--- src/rtl/life_pixel_renderer.sv ---
// life_pixel_renderer
//   Two-stage video pipeline that draws a Game-of-Life board as 8x8 icons
//   inside a fixed window. It also counts the live cells seen during each
//   frame.
//
// Ports
//   clk, rst_n           pixel clock; synchronous active-low reset
//   hsync_in, vsync_in   raw syncs from the timing generator
//   display_on           visible-area flag
//   hpos, vpos           current pixel coordinates
//   color_sel            live-cell palette select
//   cell_addr            board read address {row, col}, combinational
//   cell_data            board cell state, valid one cycle after cell_addr
//   hsync, vsync         syncs delayed by two cycles
//   r, g, b              2-bit colour outputs, two cycles after the inputs
//   population           live-cell count of the last complete frame
//   pop_valid            one-cycle strobe when population updates
module life_pixel_renderer #(
  parameter int unsigned X_ORIGIN = 64,
  parameter int unsigned Y_ORIGIN = 112,
  parameter int unsigned LOG_W    = 6,
  parameter int unsigned LOG_H    = 5,
  parameter int unsigned CELL_LOG = 3
) (
  input  logic                     clk,
  input  logic                     rst_n,
  input  logic                     hsync_in,
  input  logic                     vsync_in,
  input  logic                     display_on,
  input  logic [9:0]               hpos,
  input  logic [9:0]               vpos,
  input  logic [1:0]               color_sel,
  output logic [LOG_W+LOG_H-1:0]   cell_addr,
  input  logic                     cell_data,
  output logic                     hsync,
  output logic                     vsync,
  output logic [1:0]               r,
  output logic [1:0]               g,
  output logic [1:0]               b,
  output logic [LOG_W+LOG_H:0]     population,
  output logic                     pop_valid
);

  localparam int unsigned POP_W = LOG_W + LOG_H + 1;
  localparam logic [10:0] X0    = 11'(X_ORIGIN);
  localparam logic [10:0] Y0    = 11'(Y_ORIGIN);
  localparam logic [10:0] WIN_W = 11'(1 << (LOG_W + CELL_LOG));
  localparam logic [10:0] WIN_H = 11'(1 << (LOG_H + CELL_LOG));

  // Window decode and board address
  logic [10:0] hx, vy;
  logic        in_win;
  logic        first_px;

  // Compute offsets one bit wider than the inputs, so that a coordinate
  // left of or above the origin fails the range test instead of wrapping
  // into the window.
  always_comb begin
    hx       = {1'b0, hpos} - X0;
    vy       = {1'b0, vpos} - Y0;
    in_win   = ({1'b0, hpos} >= X0) && (hx < WIN_W) &&
               ({1'b0, vpos} >= Y0) && (vy < WIN_H);
    first_px = in_win && (hpos[CELL_LOG-1:0] == '0) && (vpos[CELL_LOG-1:0] == '0);
    cell_addr = {vy[CELL_LOG +: LOG_H], hx[CELL_LOG +: LOG_W]};
  end

  // Stage 1 is plain registers with no reset.
  logic       win_q, de_q, hs_q, vs_q, first_q;
  logic [2:0] hpix_q, vpix_q;
  logic [1:0] sel_q;

  always_ff @(posedge clk) begin
    win_q   <= in_win;
    de_q    <= display_on;
    hs_q    <= hsync_in;
    vs_q    <= vsync_in;
    hpix_q  <= hpos[2:0];
    vpix_q  <= vpos[2:0];
    first_q <= first_px;
    sel_q   <= color_sel;
  end

  // Stage 2: icon lookup and colour selection
  logic [7:0] icon_row;
  logic       icon_bit;
  logic [5:0] rgb_d;

  always_comb begin
    icon_row = '0;
    case (vpix_q)
      3'd1, 3'd6:             icon_row = 8'h3C;
      3'd2, 3'd3, 3'd4, 3'd5: icon_row = 8'h7E;
      default:                icon_row = 8'h00;
    endcase
    icon_bit = icon_row[hpix_q];
  end

  always_comb begin
    rgb_d = '0;
    if (!de_q || !win_q) begin
      rgb_d = '0;
    end else if (cell_data && icon_bit) begin
      case (sel_q)
        2'd0:    rgb_d = 6'b11_11_01;
        2'd1:    rgb_d = 6'b00_11_00;
        2'd2:    rgb_d = 6'b11_00_00;
        default: rgb_d = 6'b11_11_11;
      endcase
    end else begin
      rgb_d = 6'b00_00_01;
    end
  end

  // Population counting
  logic [POP_W-1:0] acc_q, acc_d;
  logic [POP_W-1:0] pop_q;
  logic             pop_valid_q;
  logic             vs_prev_q;
  logic             frame_edge;
  logic [5:0]       rgb_q;
  logic             hsync_q, vsync_q;

  always_comb begin
    acc_d      = acc_q + POP_W'(first_q & cell_data);
    frame_edge = vs_q & ~vs_prev_q;
  end

  // vs_prev_q resets to 1. If reset is released while vsync is high, that
  // level is not treated as a new frame edge.
  always_ff @(posedge clk) begin
    if (!rst_n) begin
      rgb_q       <= '0;
      hsync_q     <= 1'b0;
      vsync_q     <= 1'b0;
      acc_q       <= '0;
      pop_q       <= '0;
      pop_valid_q <= 1'b0;
      vs_prev_q   <= 1'b1;
    end else begin
      rgb_q     <= rgb_d;
      hsync_q   <= hs_q;
      vsync_q   <= vs_q;
      vs_prev_q <= vs_q;
      if (frame_edge) begin
        // A corner pixel counted in the edge cycle still belongs to the
        // frame that is ending.
        pop_q       <= acc_d;
        pop_valid_q <= 1'b1;
        acc_q       <= '0;
      end else begin
        pop_valid_q <= 1'b0;
        acc_q       <= acc_d;
      end
    end
  end

  assign {r, g, b}  = rgb_q;
  assign hsync      = hsync_q;
  assign vsync      = vsync_q;
  assign population = pop_q;
  assign pop_valid  = pop_valid_q;

endmodule

--- config.mk ---
export PLATFORM = sky130hd
export DESIGN_NAME = life_pixel_renderer
export DESIGN_NICKNAME = d
export VERILOG_FILES = /design/src/rtl/life_pixel_renderer.sv
export SDC_FILE = /design/constraint.sdc
export NUM_CORES = 1
export LEC_CHECK = 0
export CAP_MARGIN = 20
export CORE_MARGIN = 2
export CORE_UTILIZATION = 35
export CTS_BUF_LIST = sky130_fd_sc_hd__clkbuf_4
export CTS_CLUSTER_DIAMETER = 100
export DETAILED_ROUTE_END_ITERATION = 8
export PLACE_DENSITY = 0.63
export SLEW_MARGIN = 20
export SYNTH_ARGS = -nofsm -noshare
export SYNTH_HDL_FRONTEND = slang
export SYNTH_SLANG_ARGS = --single-unit
--- constraint.sdc ---
create_clock -name clk -period 3 [get_ports clk]
set_input_delay 0.3 -clock clk [delete_from_list [all_inputs] [get_ports clk]]
set_output_delay 0.3 -clock clk [all_outputs]
set_load 0.03 [all_outputs]
* Word-level counts from Yosys, hierarchy flattened
Cells that the tools add are included.
** Storage, ports and cells
- Flip-flop bits (word level) :: 47
- Output and inout bits :: 32
- Word-level logic and storage cells :: 60
- Bits of input ports :: 28
** Operators by class
- Order comparisons :: 5
- Multiplexer cells :: 6
- $add $sub $neg :: 3
- Reduce and logical (&&, ||, !) cells :: 17
- Bitwise operators :: 5
- Equal/unequal tests :: 8
** Operators by type and width (count)
- 10-bit by 7-bit subtractor with 11-bit output (second input constant) :: 2
- 10-bit by 7-bit greater-or-equal comparator with 1-bit output (second input constant) :: 2
- 6-bit one-hot mux with 3 select lines :: 1
- 7-bit one-hot mux with 2 select lines :: 1
- 12-bit by 1-bit adder with 12-bit output :: 1
- 11-bit by 10-bit < comparator with 1-bit output (second input constant) :: 1
- 11-bit by 9-bit < comparator with 1-bit output (second input constant) :: 1
- 3-bit == test (second input constant) :: 3
- 3-bit by 2-bit == test with 1-bit output (second input constant) :: 2
- 1-bit logical AND :: 6
- 3-bit zero test :: 2
- 2-bit OR reduction :: 3
- 3-bit by 4-bit < comparator with 1-bit output (second input constant) :: 1
- 4-bit OR reduction :: 1
- 1-bit binary-select mux with 3-bit select :: 1
- 3-bit by 1-bit == test with 1-bit output (second input constant) :: 1
- 1-bit two-way mux :: 3
- 1-bit inverter :: 3
- 3-bit OR reduction :: 1
- 1-bit bitwise AND :: 2
- 2-bit by 1-bit == test with 1-bit output (second input constant) :: 1
- 2-bit == test (second input constant) :: 1
- 1-bit zero test :: 2
- 2-bit zero test :: 1
- 1-bit logical OR :: 1

* Depth between registers and ports, before layout
Gate-level depths: netlist of the first run.
- Depth after elaboration :: 8
- Gate-level depth with buffers :: 7
- Mapped depth without buffers :: 7

* Worst setup path before layout of the first run
OpenSTA, ideal clock, no wires.
- Path kind :: input -> output
- Start point :: input port hpos[6]
- End point :: output port cell_addr[5]
- Buffers on the path :: 0
- Cell stages on the path :: 3
- Arrival :: 1.247 ns
- Setup slack :: 1.453 ns
- Data required time :: 2.700 ns
- Cell sequence :: inv_1 ha_1 xor2_1
** On the way
- Longest elaborated chain between the ends :: 1
** RTL lines
- start: declaration :: line 30 : input logic [9:0] hpos,
- 10-bit by 7-bit subtractor with 11-bit output :: line 59 : hx = {1'b0, hpos} - X0;
- end: declaration :: line 33 : output logic [LOG_W+LOG_H-1:0] cell_addr,
No other way between the ends.

* Worst setup path after layout of the first run
- Start point :: input port vpos[4]
- End point :: output port cell_addr[9]
** On the way
- Longest elaborated chain between the ends :: 1
** RTL lines
- start: declaration :: line 31 : input logic [9:0] vpos,
- 10-bit by 7-bit subtractor with 11-bit output :: line 60 : vy = {1'b0, vpos} - Y0;
No other way between the ends.

==> run metrics, run 1 <==
outcome=completed; Critical Path Source Type=input port; Post-synth EDFFs=0; final net count=254; Tmin final=2.21 ns; Hold Path Class=input port to flip-flop; CTS tree=done; DRC=0; CP max stage delay=0.69 ns; H-tree depth=2; GRT Util Overall=12.2%; Ys Warns=0; Post-CTS Resized=0; Top FF cell, synth=dfxtp_1; Synth Register Bits=45; syn avg cell area=9.85 sq um; input/output buffers=51; first-pass GRT wire length=4820 um; Worst Tran Pin Value=0.451 ns; core area=0.00466 sq mm; Total Neg Setup Slack=0 ns; area grow syn2layout=34.4%; post-route ant nets=0; fmax=0.452 GHz; Power per Cell Area=445 mW/mm^2; num ports=60; die area=0.00532 sq mm; Worst path slowest cell=clkdlybuf4s50_1; CP max FO=4; Place WS=0.812 ns; Sink Count=45; overall power=0.994 mW; post-synthesis cell count=169; Slew Viols, Final=0; initial antenna violation count=0; Post-CTS Hold Fix Bufs=0; Via Count=1,288; Rows=25; register area share after synthesis=54.1%; max-capacitance violation count=0; Yosys cell types=36; syn_nets=204; Fin. Hold Viols=0; die height=73.0 um; Root Driver=clkbuf_4; deepest clock path buffer count=2; Buf+Inv Stages, Crit Path=2; global placement routability congestion=0.665; Clk pin slew, worst setup/hold paths=0.11 ns; Setup CP Type=input port to output pin; RSZ-0062 raised after global routing=false; Antenna Cells=0; HPWL after DPL=2200 um; largest net degree at the start of global routing=13; final worst-path cycle share=73.7%; final clock skew=0.00322 ns; post-DR vias/cell=4.72; Crit path max-delay family=buffers and inverters; drt initial violations=19; Most Frequent Cell on Critical Path=clkdlybuf4s50_1; crit path cell chain=clkdlybuf4s50_1 -> ha_1 -> xor2_1 -> clkdlybuf4s50_1; Async S/R FF share, synth=0%; Critical Path RT=2.70 ns; postcts setup bufs=0; critical path endpoint category=output pin; CTS buffer count=5; Relative slew margins=70.0%; vias in the first global route=1,201; total grt overflow=0; Post-Syn Area=0.00166 sq mm; Final WS setup=0.789 ns; insertion delay to the later sink of the worst-skew pair=0.35 ns; Starting Density=35.7%; Leak=0.898 nW; drt wl/cell=10.5 um; critical path data arrival time=1.91 ns; layout cells sized above 1=4.11%; worst-case vdd ir drop=0.167 mV; # setup viols final=0; WL final=2870 um; Die Wd=73.0 um; Initial DRT Pass Iterations=2
-- metal layers --
layer | up-vias | global-route usage (%) | wire [um]
li1 | 665 | - | -
met5 | - | 0 | 0
met2 | 41 | 20.2 | 1320
met4 | 0 | 8.02 | 74
met1 | 577 | 12.1 | 1220
met3 | 5 | 5.80 | 249
-- power by group --
| group | switching, mW | leakage [nW] | internal [mW] |
|---|---|---|---|
| combinational | 0.0557 | 0.501 | 0.0580 |
| clock | 0.172 | 0.0292 | 0.0943 |
| sequential | 0.00550 | 0.368 | 0.609 |
-- cells in the final DEF, fill, tap and decap left out, types with 2 or more instances in the layout --
cell type,n
o21ai_2,2
and3_1,4
and2_1,5
ha_1,7
dfxtp_1,45
nand2_1,15
o21bai_1,2
xor2_1,11
clkdlybuf4s50_1,51
o21ai_1,8
nor3_1,2
inv_1,10
and4_1,2
nand2b_1,2
clkbuf_4,6
nand3_1,5
a22o_1,2
xnor2_1,2
nor2_1,18
nand4_1,4
-- kinds of logic (layout without fill, tap and decap cells) --
group	Yosys count	after routing	share of synthesized area [%]
AO/OA/AOI/OAI	26	26	10.5
XOR/XNOR	13	13	6.84
adder cells (fa/ha/maj)	7	7	5.26
buffers and inverters	18	68	5.56
flip-flops	45	45	54.1
AND/OR/NAND/NOR	60	60	17.7
-- final timing paths --
check	slack (ns)	to	cells after the start	startpoint
setup / recovery	0.79	cell_addr[9]	4	vpos[4]
setup reg to reg	1.38	population[8]	7	first_q
hold reg to reg	0.45	hsync	1	hs_q
hold / removal	0.38	hs_q	1	hsync_in
-- synthesized netlist by cell type, drive strengths merged, types with 2 or more instances --
cell	instances	share of area, %
o21ai	11	3.8
nand2b	2	0.75
nand3	5	1.5
a22o	2	1.1
o21bai	2	0.90
buf	7	3.0
and3	4	1.5
nor2	18	4.1
dfxtp	45	54
nand4	4	1.5
nand2	15	3.4
xnor2	2	1.1
nor3	2	0.60
and2	5	1.9
xor2	11	5.8
inv	10	2.3
ha	7	5.3
and4	3	1.7
-- area by class of cell --
| cell class | count | area, sq um |
|---|---|---|
| well taps | 54 | 67.6 |
| repair buffers | 51 | 510 |
| clock buffers | 6 | 45.0 |
| inverters | 10 | 37.5 |
| multi-input cells | 106 | 671 |
| clock inverters | 1 | 3.75 |
| fillers | 468 | 2420 |
| flip-flops and latches | 45 | 901 |
-- worst reg2reg max path, delay by kind of cell, from the launching register on --
family / cells / cell delay, ns
simple gates: 3 / 0.48
fa+ha+maj: 2 / 0.43
flops: 1 / 0.31
xor+xnor: 1 / 0.22
compound gates: 1 / 0.06
-- sequential cells by signal (all words and copies together) (netlist names) --
register    flops
population     12
hpix_q          3
vsync           1
hs_q            1
sel_q           2
vs_prev_q       1
first_q         1
hsync           1
vpix_q          3
de_q            1
rgb_q           4
pop_valid       1
vs_q            1
win_q           1
acc_q          12
-- stage by stage --
| step | cells | area [sq um] | utilization, % | hold slack, ns |
|---|---|---|---|---|
| 3_3_place_gp | 266 | 2190 | 46.9 | 0.419 |
| 3_5_place_dp | 266 | 2190 | 46.9 | 0.429 |
| 4_1_cts | 273 | 2240 | 48.0 | 0.354 |
| 2_1_floorplan | 169 | 1660 | - | 0.328 |
| 5_1_grt | 273 | 2240 | 48.0 | 0.341 |
| 6_report | 273 | 2240 | 48.0 | 0.382 |
Power figures use the tool's default switching activity.
==> run 2: changes to the inputs <==
Settings changed: PLACE_DENSITY 0.63 to 0.66.
Clock period 3 ns to 2 ns, I/O delays scaled along.
==> run 2 against run 1 <==
  * Flip-flop and latch count unchanged
  * Utilization grew 0.97 points
  * Routed wire length down 5.4%
  * First-iteration DRC count down 16%
  * Non-clock buffer count rose by 2
  * Critical endpoint is now cell_addr[4]
  * Largest cell class unchanged
  * Highest routed layer unchanged
==> run metrics, run 2 (synthesized netlist as in run 1, its figures left out) <==
outcome=completed (unchanged); Final WS setup=0.0665 ns (was 0.789 ns); Crit path max-delay family=buffers and inverters (unchanged); Setup CP Type=input port to output pin (unchanged); global placement routability congestion=0.666 (was 0.665); Via Count=1,276 (was 1,288); post-DR vias/cell=4.62 (was 4.72); Fin. Hold Viols=0 (unchanged); first-pass GRT wire length=4660 um (was 4820 um); Power per Cell Area=713 mW/mm^2 (was 445 mW/mm^2); input/output buffers=51 (unchanged); Leak=0.932 nW (was 0.898 nW); drt wl/cell=9.83 um (was 10.5 um); post-route ant nets=0 (unchanged); Hold Path Stages=1 (unchanged); largest net degree at the start of global routing=14 (was 13); WL final=2710 um (was 2870 um); die area=0.00532 sq mm (unchanged); Place WS=0.0155 ns (was 0.812 ns); layout cells sized above 1=5.86% (was 4.11%); overall power=1.63 mW (was 0.994 mW); Die Wd=73.0 um (unchanged); final net count=256 (was 254); final worst-path cycle share=96.7%; CTS buffer count=5 (unchanged); Antenna Cells=0 (unchanged); die height=73.0 um (unchanged); Relative slew margins=68.7% (was 70.0%); switching share of power=21.6% (was 23.4%); Post-CTS Hold Fix Bufs=0 (unchanged); Initial DRT Pass Iterations=2 (unchanged); Worst Tran Pin Value=0.469 ns (was 0.451 ns); most common cell after layout, fill and taps aside=clkdlybuf4s50_1 (unchanged); H-tree depth=2 (unchanged); GRT Util Overall=11.3% (was 12.2%); insertion delay to the later sink of the worst-skew pair=0.34 ns (was 0.35 ns); Total Neg Setup Slack=0 ns (unchanged); Critical Path RT=1.80 ns (was 2.70 ns); Clk pin slew, worst setup/hold paths=0.12 ns (was 0.11 ns); CP max FO=3 (was 4); num ports=60 (unchanged); worst-case vdd ir drop=0.403 mV (was 0.167 mV); area grow syn2layout=37.1% (was 34.4%); share of power burned in the clock network=32.8% (was 26.8%); vias in the first global route=1,179 (was 1,201); Post-Layout Cell Count=276 (was 273); Worst path slowest cell=clkdlybuf4s50_1 (unchanged); drt initial violations=16 (was 19); max-capacitance violation count=0 (unchanged); Seq pwr share=56.7% (was 61.8%); fmax=0.517 GHz; part of the power in combinational logic=10.5% (was 11.4%); Crit. path cell count=5 (was 4); initial antenna violation count=0 (unchanged); DRC=0 (unchanged); Sink Count=45 (unchanged); CTS tree=done (unchanged); Pint=1.27 mW (was 0.761 mW); Tmin final=1.93 ns; RSZ-0062 raised after global routing=false (unchanged); critical path data arrival time=1.73 ns (was 1.91 ns); Root Driver=clkbuf_4 (unchanged); final clock skew=0.0109 ns (was 0.00322 ns); placed cells=268 (was 266); NetSw=0.351 mW (was 0.233 mW); CP max stage delay=0.66 ns (was 0.69 ns); Starting Density=35.7% (unchanged); Rows=25 (unchanged); total grt overflow=0 (unchanged); Critical Path Source Type=input port (unchanged); crit path cell chain=clkdlybuf4s50_1 -> inv_1 -> ha_1 -> inv_1 -> clkdlybuf4s50_1 (was clkdlybuf4s50_1 -> ha_1 -> xor2_1 -> clkdlybuf4s50_1); Slew Viols, Final=0 (unchanged); Hold Path Class=input port to flip-flop (unchanged); HPWL after DPL=2140 um (was 2200 um); worst reg2reg path depth=7 (unchanged); # setup viols final=0 (unchanged); deepest clock path buffer count=2 (unchanged); Buf+Inv Stages, Crit Path=4 (was 2); core area=0.00466 sq mm (unchanged); critical path endpoint category=output pin (unchanged); most frequent cells in the layout=49 x clkdlybuf4s50_1, 45 x dfxtp_1, 18 x nor2_1 (was 51 x clkdlybuf4s50_1, 45 x dfxtp_1, 18 x nor2_1)
-- run 2: cell type report --
cell class                      count  area (sq um)
Multi-Input combinational cell    106           671
Timing Repair Buffer               53           526
Tap cell                           54          67.6
Inverter                           10          37.5
Sequential cell                    45           901
Clock buffer                        6          45.0
Fill cell                         440          2380
Clock inverter                      2          33.8
-- run 2: metrics by stage --
step                hold slack (ns)  instance area (sq um)  utilization [%]
detailed placement            0.400                   2200             47.2
global placement              0.400                   2200             47.2
floorplan                     0.228                   1660                -
global route                  0.259                   2280             48.9
finish                        0.286                   2280             48.9
CTS                           0.264                   2280             48.9
-- run 2: power groups by stage --
stage	Combinational (mW)	Clock (mW)	Sequential, mW
after global routing	0.186	0.589	0.924
final	0.171	0.534	0.922
after floorplan	0.0901	0	0.947
after detailed placement	0.173	0	0.942
after global placement	0.171	0	0.942
after CTS	0.173	0.559	0.922
-- run 2: what timing repair did --
item	4_1_cts	5_1_grt
endpoints found under the hold margin	0	0
setup endpoints to repair	0	1
resized for setup	0	1
setup buffers	0	0
-- run 2: worst paths after layout --
kind / start / end / slack (ns)
hold reg to reg: hs_q / hsync / 0.44
setup / recovery: hpos[6] / cell_addr[4] / 0.07
setup reg to reg: first_q / population[8] / 0.42
hold / removal: color_sel[0] / sel_q[0] / 0.29
-- run 2: per-layer routing --
layer	GRT usage, %	vias up	routed length (um)	part of all wire (%)
li1	-	670	-	-
met1	11.6	559	1110	41
met2	19.5	40	1300	48
met3	5.25	7	246	9.1
met4	5.14	0	57	2.1
met5	0	-	0	0
